==> config.mk <==
export PLATFORM = sky130hd
export DESIGN_NAME = nibble_serial_add_ctrl
export DESIGN_NICKNAME = d
export VERILOG_FILES = /design/src/rtl/nibble_serial_add_ctrl.sv
export SDC_FILE = /design/constraint.sdc
export NUM_CORES = 1
export LEC_CHECK = 0
export ABC_AREA = 1
export CORE_MARGIN = 2
export CORE_UTILIZATION = 50
export CTS_BUF_LIST = sky130_fd_sc_hd__clkbuf_16
export CTS_CLUSTER_SIZE = 30
export DETAILED_ROUTE_END_ITERATION = 16
export MAX_ROUTING_LAYER = met4
export PLACE_DENSITY_LB_ADDON = 0.1
export SETUP_SLACK_MARGIN = 0.2
export SYNTH_ARGS = -nofsm -noshare
export SYNTH_HDL_FRONTEND = slang
export SYNTH_SLANG_ARGS = --single-unit
==> constraint.sdc <==
create_clock -name clk -period 3 [get_ports clk]
set_input_delay 0.6 -clock clk [delete_from_list [all_inputs] [get_ports clk]]
set_output_delay 0.6 -clock clk [all_outputs]
set_load 0.01 [all_outputs]
==> src/rtl/nibble_serial_add_ctrl.sv <==
// 4-bit ripple-carry adder, then a W-bit add/sub that reuses it one nibble per clock, LSB first.
// Latency NIBBLES+1 cycles from start to done; start is ignored, not queued, while busy.
module adder (
  input  logic [3:0] a,
  input  logic [3:0] b,
  input  logic       cin,
  output logic [3:0] sum,
  output logic       cout
);
  logic [4:0] c;

  assign c[0] = cin;
  for (genvar i = 0; i < 4; i++) begin : g_bit
    assign sum[i]  = a[i] ^ b[i] ^ c[i];
    assign c[i+1]  = (a[i] & b[i]) | (c[i] & (a[i] ^ b[i]));
  end
  assign cout = c[4];
endmodule

module nibble_serial_add_ctrl #(
  parameter int NIBBLES = 4
) (
  input  logic                 clk,
  input  logic                 rst_n,
  input  logic                 start,
  input  logic                 sub,
  input  logic [4*NIBBLES-1:0] op_a,
  input  logic [4*NIBBLES-1:0] op_b,
  output logic                 busy,
  output logic                 done,
  output logic [4*NIBBLES-1:0] result,
  output logic                 carry_out,
  output logic                 overflow
);
  localparam int IW = (NIBBLES > 1) ? $clog2(NIBBLES) : 1;
  localparam logic [IW-1:0] LAST = IW'(NIBBLES - 1);

  typedef enum logic [1:0] {IDLE, RUN, DONE} state_t;

  state_t                  state, state_nxt;
  logic [NIBBLES-1:0][3:0] a_q, b_q, res_q;
  logic [IW-1:0]           idx;
  logic                    cy_q;
  logic                    accept;
  logic                    last;
  logic [3:0]              sum;
  logic                    cout;

  adder u_adder (
    .a    (a_q[idx]),
    .b    (b_q[idx]),
    .cin  (cy_q),
    .sum  (sum),
    .cout (cout)
  );

  assign last   = (state == RUN) && (idx == LAST);
  assign result = res_q;

  always_comb begin
    state_nxt = state;
    accept    = 1'b0;
    busy      = 1'b0;
    done      = 1'b0;
    case (state)
      IDLE: begin
        if (start) begin
          accept    = 1'b1;
          state_nxt = RUN;
        end
      end
      RUN: begin
        busy = 1'b1;
        if (idx == LAST) state_nxt = DONE;
      end
      DONE: begin
        done = 1'b1;
        // back-to-back start is accepted straight out of DONE
        if (start) begin
          accept    = 1'b1;
          state_nxt = RUN;
        end else begin
          state_nxt = IDLE;
        end
      end
      default: state_nxt = IDLE;
    endcase
  end

  always_ff @(posedge clk) begin
    if (!rst_n) begin
      state     <= IDLE;
      a_q       <= '0;
      b_q       <= '0;
      res_q     <= '0;
      idx       <= '0;
      cy_q      <= 1'b0;
      carry_out <= 1'b0;
      overflow  <= 1'b0;
    end else begin
      state <= state_nxt;
      if (accept) begin
        a_q   <= op_a;
        b_q   <= sub ? ~op_b : op_b;
        cy_q  <= sub;
        idx   <= '0;
        res_q <= '0;
      end else if (state == RUN) begin
        res_q[idx] <= sum;
        cy_q       <= cout;
        if (last) begin
          carry_out <= cout;
          // signed overflow: like-signed operands giving an opposite-signed result
          overflow  <= (a_q[NIBBLES-1][3] == b_q[NIBBLES-1][3]) &&
                       (sum[3] != a_q[NIBBLES-1][3]);
        end else begin
          idx <= idx + 1'b1;
        end
      end
    end
  end
endmodule

== Word-level counts from Yosys, hierarchy flattened ==
Index checks and enable logic that the tools add are counted.

* Reduce and logical (&&, ||, !) cells: 10
* $add $sub $neg: 1
* Bitwise logic cells: 24
* Muxes and demuxes: 18
* Order comparisons: 2
* Equal/unequal tests: 7

{| class="wikitable"
|+ Operators by type and width
! cell !! number
|-
| $bmux W4 S2 || 2
|-
| $bwmux W16 || 1
|-
| $mux W16 || 1
|-
| $not A16 Y16 || 1
|-
| $mux W4 || 3
|-
| $and A1 B1 Y1 || 8
|-
| $demux W4 S2 || 1
|-
| $xor A1 B1 Y1 || 8
|-
| $mux W1 || 7
|-
| $pmux W2 S3 || 1
|-
| $eq A2 B2 Y1 const B || 2
|-
| $mux W2 || 2
|-
| $ne A2 B2 Y1 const B || 2
|-
| $or A1 B1 Y1 || 4
|-
| $reduce_and A2 Y1 || 2
|-
| $reduce_or A2 Y1 || 2
|-
| $logic_and A1 B1 Y1 || 3
|-
| $lt A2 B3 Y1 const B || 1
|-
| $not A1 Y1 || 3
|-
| $reduce_and A3 Y1 || 1
|-
| $add A2 B1 Y2 const B || 1
|-
| $eq A2 B1 Y1 const B || 1
|-
| $ge A2 B1 Y1 const B || 1
|-
| $logic_not A2 Y1 || 1
|-
| other kinds (3) || 3
|}

* Input port bits: 36
* Register bits: 55
* Output and inout bits: 20
* Logic and storage cells: 79

== Logic depth before layout (Yosys ltp) ==
Gate-level depths: netlist of the first run.

* Depth after elaboration: 13
* Gate-level depth with buffers: 16
* Gate-level depth less buffers: 15

== By module ==
From an unflattened synthesis of the first run, not the netlist that was laid out.

* Cells, all modules: 337
* Area, all modules: 2557.5 um^2

{| class="wikitable"
|+ Modules (own cells, without submodules)
! module !! cells each !! sequential area each (um^2) !! instances !! area an instance (um^2)
|-
| nibble_serial_add_ctrl || 323 || 1101.1 || 1 || 2439.8
|-
| adder || 14 || 0.0 || 1 || 117.6
|}

== Least setup slack after synthesis of the first run ==
No wires, ideal clock.

* Path type: register -> register
* Start point: register idx[0]
* End point: register overflow
* Library setup time: 0.056 ns
* Data required time: 2.944 ns
* Arrival time: 2.722 ns
* Slack: 0.222 ns
* Cell stages (with the launch flop): 17
* Path buffers: 1
* Clock period less this slack: 2.778 ns
* Cell sequence: dfxtp_1 inv_1 clkbuf_1 o21ai_0 o22ai_1 fa_1 inv_1 fa_1 inv_1 fa_1 inv_1 fa_1 inv_1 nand3_1 nand3_1 nand2_1 inv_1

* Cells in the longest elaborated chain, start to end: 12
* Elaborated cells between the ends (all ways): 23
* Classes of those cells: eq/ne: 2; mux: 4; bitwise: 14; reduce/logical: 3

{| class="wikitable"
|+ RTL lines
! what !! line !! source
|-
| start, declared || 42 || <nowiki>logic [IW-1:0] idx;</nowiki>
|-
| start signal, assigned || 117 || <nowiki>idx <= idx + 1'b1;</nowiki>
|-
| $bmux W4 S2 (on tied branches) || 50, 51 ||
|-
| $mux W4 (on tied branches) || 50, 51 ||
|-
| $xor A1 B1 Y1 || 15 || <nowiki>assign c[i+1] = (a[i] & b[i]) | (c[i] & (a[i] ^ b[i]));</nowiki>
|-
| $and A1 B1 Y1 || 15 ||
|-
| $or A1 B1 Y1 || 15 ||
|-
| $and A1 B1 Y1 || 15 ||
|-
| $or A1 B1 Y1 || 15 ||
|-
| $and A1 B1 Y1 || 15 ||
|-
| $or A1 B1 Y1 || 15 ||
|-
| $xor A1 B1 Y1 || 14 || <nowiki>assign sum[i] = a[i] ^ b[i] ^ c[i];</nowiki>
|-
| $ne A1 B1 Y1 || 115 || <nowiki>(sum[3] != a_q[NIBBLES-1][3]);</nowiki>
|-
| $logic_and A1 B1 Y1 || 114 || <nowiki>overflow <= (a_q[NIBBLES-1][3] == b_q[NIBBLES-1][3]) &&</nowiki>
|-
| end signal, assigned || 114 ||
|-
| end, declared || 33 || <nowiki>output logic overflow</nowiki>
|}

Parallel ways exist; a longest one is shown, timed or not. The select of a mux whose other input is x is not followed.
A chain may end at the register's enable or synchronous reset.

== Final worst setup path of the first run ==
Same ends and word-level chain as after synthesis.

==> impl_metrics.csv, run 1 <==
group,metric,value,unit
pwr,power.total,0.00174,W
cts,numCtsBuffers,5,
cts,post_cts_buffers,0,
die,rows,26,
sta,fmax,0.374,GHz
detailed_routing,wire_per_inst,12.0,um
yosys,yosysSeqAreaShare,42.8,%
final_layout,final_common_cell,"nor2_1",
detailed_routing,vias_per_cell,4.98,
job,maxCapViolations,0,
die,start_util,51.0,%
place,globalplace.congestion,0.831,
hold_path,hold_depth,2,
sta,slew_viol_final,0,
sta,setup_violations,0,
pwr,p_leak,1.31,nW
die,io_pins,56,
yosys,synth_top_area_share,42.8,%
sta,worst_pin_slew,896,ps
yosys,netlist_instances,339,
cts,insertion_delay,290,ps
sta,finClkSkew,4.09,ps
global_routing,grt_pass1_wl,9140,um
global_routing,grt_max_degree,35,
sta,grt_setup_unrepaired,"no",
global_routing,grt_pass1_vias,2050,
die,die-area,5730,um^2
final_layout,utilization,66.5,%
cts,cts_root_buf,"clkbuf_16",
final_layout,final_cell_mix,"nor2_1 (73), clkdlybuf4s50_1 (55), dfxtp_1 (54)",
yosys,yosysTopAreaCell,"dfxtp_1",
critical_path,crit_type,"reg -> reg",
critical_path,worstRegToRegCells,15,
yosys,synth-seq-cells,55,
hold_path,hp-class,"reg -> reg",
detailed_routing,ant_nets,0,
final_layout,syn_to_final_growth,30.5,%
critical_path,cp_slowest_cell,"fa_1",
run_status,outcome,"completed",
sta,finalSetupTns,0,ps
final_layout,final_nets,433,
die,die_w,75.7,um
detailed_routing,drtIter0Drc,141,
cts,cts.reportedPaths.clkPinSlew,70,ps
detailed_routing,drc_errors,0,
cts,cts.path.max_buffers,2,
yosys,syn_nets,383,
critical_path,end_kind,"flop",
place,dpl.hpwl,3910,um
yosys,yosys_warnings,0,
final_layout,drive_gt1_share,10.3,%
die,fp.dieH,75.7,um
detailed_routing,vias,2285,
global_routing,grt_use_total,21.6,%
final_layout,fin_cells,459,
critical_path,required,3190,ps
detailed_routing,firstDrtPassIters,4,
critical_path,arrival,2860,ps
sta,slew_headroom,40.0,%
place,io_buffer_count,55,
global_routing,antenna_found_initial,0,
cts,h-tree-depth,2,
critical_path,critical_path.max_stage_delay,540,ps
sta,fin_crit,2670,ps
cts,cts.sink_count,55,
sta,finalHoldViolations,0,
final_layout,multi_input_area,1330,um^2
final_layout,fillerInstances,460,
pwr,vdd_drop_max,0.307,mV
cts,tritoncts,"done",
detailed_routing,drt_wl_total,5530,um
critical_path,worstPathMaxFanout,15,
critical_path,crit_chain,"buf_8 -> o21ai_2 -> o22ai_1 -> fa_1 -> inv_1 -> fa_1 -> inv_1 -> fa_2 -> inv_2 -> fa_1 -> inv_2 -> nand3_1 -> nand3_1 -> nand2_1 -> inv_1",
place,dp_cells,452,
critical_path,worstSetupStartpointType,"flop",
yosys,ys_types,20,
global_routing,grt_overflow,0,
sta,period_share,89.2,%
die,core_area,5040,um^2
final_layout,diodes,0,
final_layout,seqCellArea,1100,um^2
pwr,p_per_area,517,nW/um^2
yosys,ys_top_cells_by_area,"dfxtp_1 (43%), nor2_1 (11%), o21ai_0 (8.2%), nand2_1 (7.7%), xor2_1 (5.5%)",
yosys,syn_area,2570,um^2
yosys,syn_area_per_cell,7.58,um^2
cts,postCtsHoldBufs,0,
per-stage QoR:
stage                     cell area, um^2  worst slack (ps)  hold WS, ps
after floorplan                      2570               222          450
after global placement               3150               235          453
after detailed placement             3150               123          454
after CTS                            3310               208          466
after global routing                 3350               203          487
final                                3350               325          465
power by group:
group	switching, W	internal [W]	total, W
Clock	0.000238	0.000386	0.000624
Sequential	0.0000294	0.000775	0.000805
Combinational	0.000173	0.000134	0.000307
Total	0.000440	0.00130	0.00174
path summary, 6_finish.rpt:
path	start	end	slack, ps
worst max-delay path	idx[0]	overflow	330
worst min-delay path	result[10]	result[10]	460
worst max register to register	idx[0]	overflow	330
worst min register to register	result[10]	result[10]	460
registers in the layout (all words and copies together) (netlist names):
| signal | flops |
|---|---|
| a_q | 16 |
| state | 2 |
| overflow | 1 |
| carry_out | 1 |
| idx | 2 |
| result | 16 |
| cy_q | 1 |
| b_q | 16 |
cell usage after synthesis, drive strengths merged:
library cell  instances
o22ai                 4
inv                  19
buf                  10
dfxtp                55
xor2                 16
nand3                22
fa                    4
ha                    4
a21oi                24
clkbuf                7
o21ai                42
nand2                54
nor2                 78
layout make-up:
cell class                 instances  share of cell area [%]
clock buffer                       5                    3.73
sequential                        55                    32.9
multi-input combinational        248                    39.6
tap                               70                    2.61
timing repair buffer              60                    17.9
clock inverter                     2                    1.01
inverter                          19                    2.28
logic make-up (layout without fill, tap and decap cells):
group                    after synthesis  after routing  share of synthesized area (%)
AO/OA/AOI/OAI                         70             70                           15.3
XOR/XNOR                              16             16                           5.45
adder cells (fa/ha/maj)                8              8                           5.06
buffers and inverters                 36             86                           6.57
flip-flops                            55             55                           42.8
AND/OR/NAND/NOR                      154            154                           24.8
per-layer routing:
layer / vias to the layer above / GRT usage [%] / part of all wire [%]
li1: 1188 / - / -
met1: 1032 / 28.1 / 46
met2: 59 / 34.3 / 48
met3: 6 / 5.03 / 4.9
met4: 0 / 5.07 / 1.1
met5: - / - / 0
critical path, delay by kind of cell (launching register included):
| kind | cells | cell delay (ps) |
|---|---|---|
| adder cells (fa/ha/maj) | 4 | 1280 |
| buffers and inverters | 6 | 430 |
| flip-flops | 1 | 380 |
| AO/OA/AOI/OAI | 2 | 250 |
| AND/OR/NAND/NOR | 3 | 230 |
timing repair:
action / 4_1_cts / 5_1_grt
cloned: 0 / 0
setup endpoints to repair: 4 / 5
resized for setup: 2 / 20
pin swaps: 0 / 1
No activity file was read; power rests on OpenSTA's default activity.
==> run 2, diff against run 1 <==
Settings changed: SKIP_CTS_REPAIR_TIMING set to 1.
==> results of run 2 <==
No change in the layout: final DEF, timing and power equal those of run 1.
==> run 3, diff against run 2 <==
Settings changed: SLEW_MARGIN set to 10.
==> results of run 3 <==
No change in the layout: final DEF, timing and power equal those of run 1.
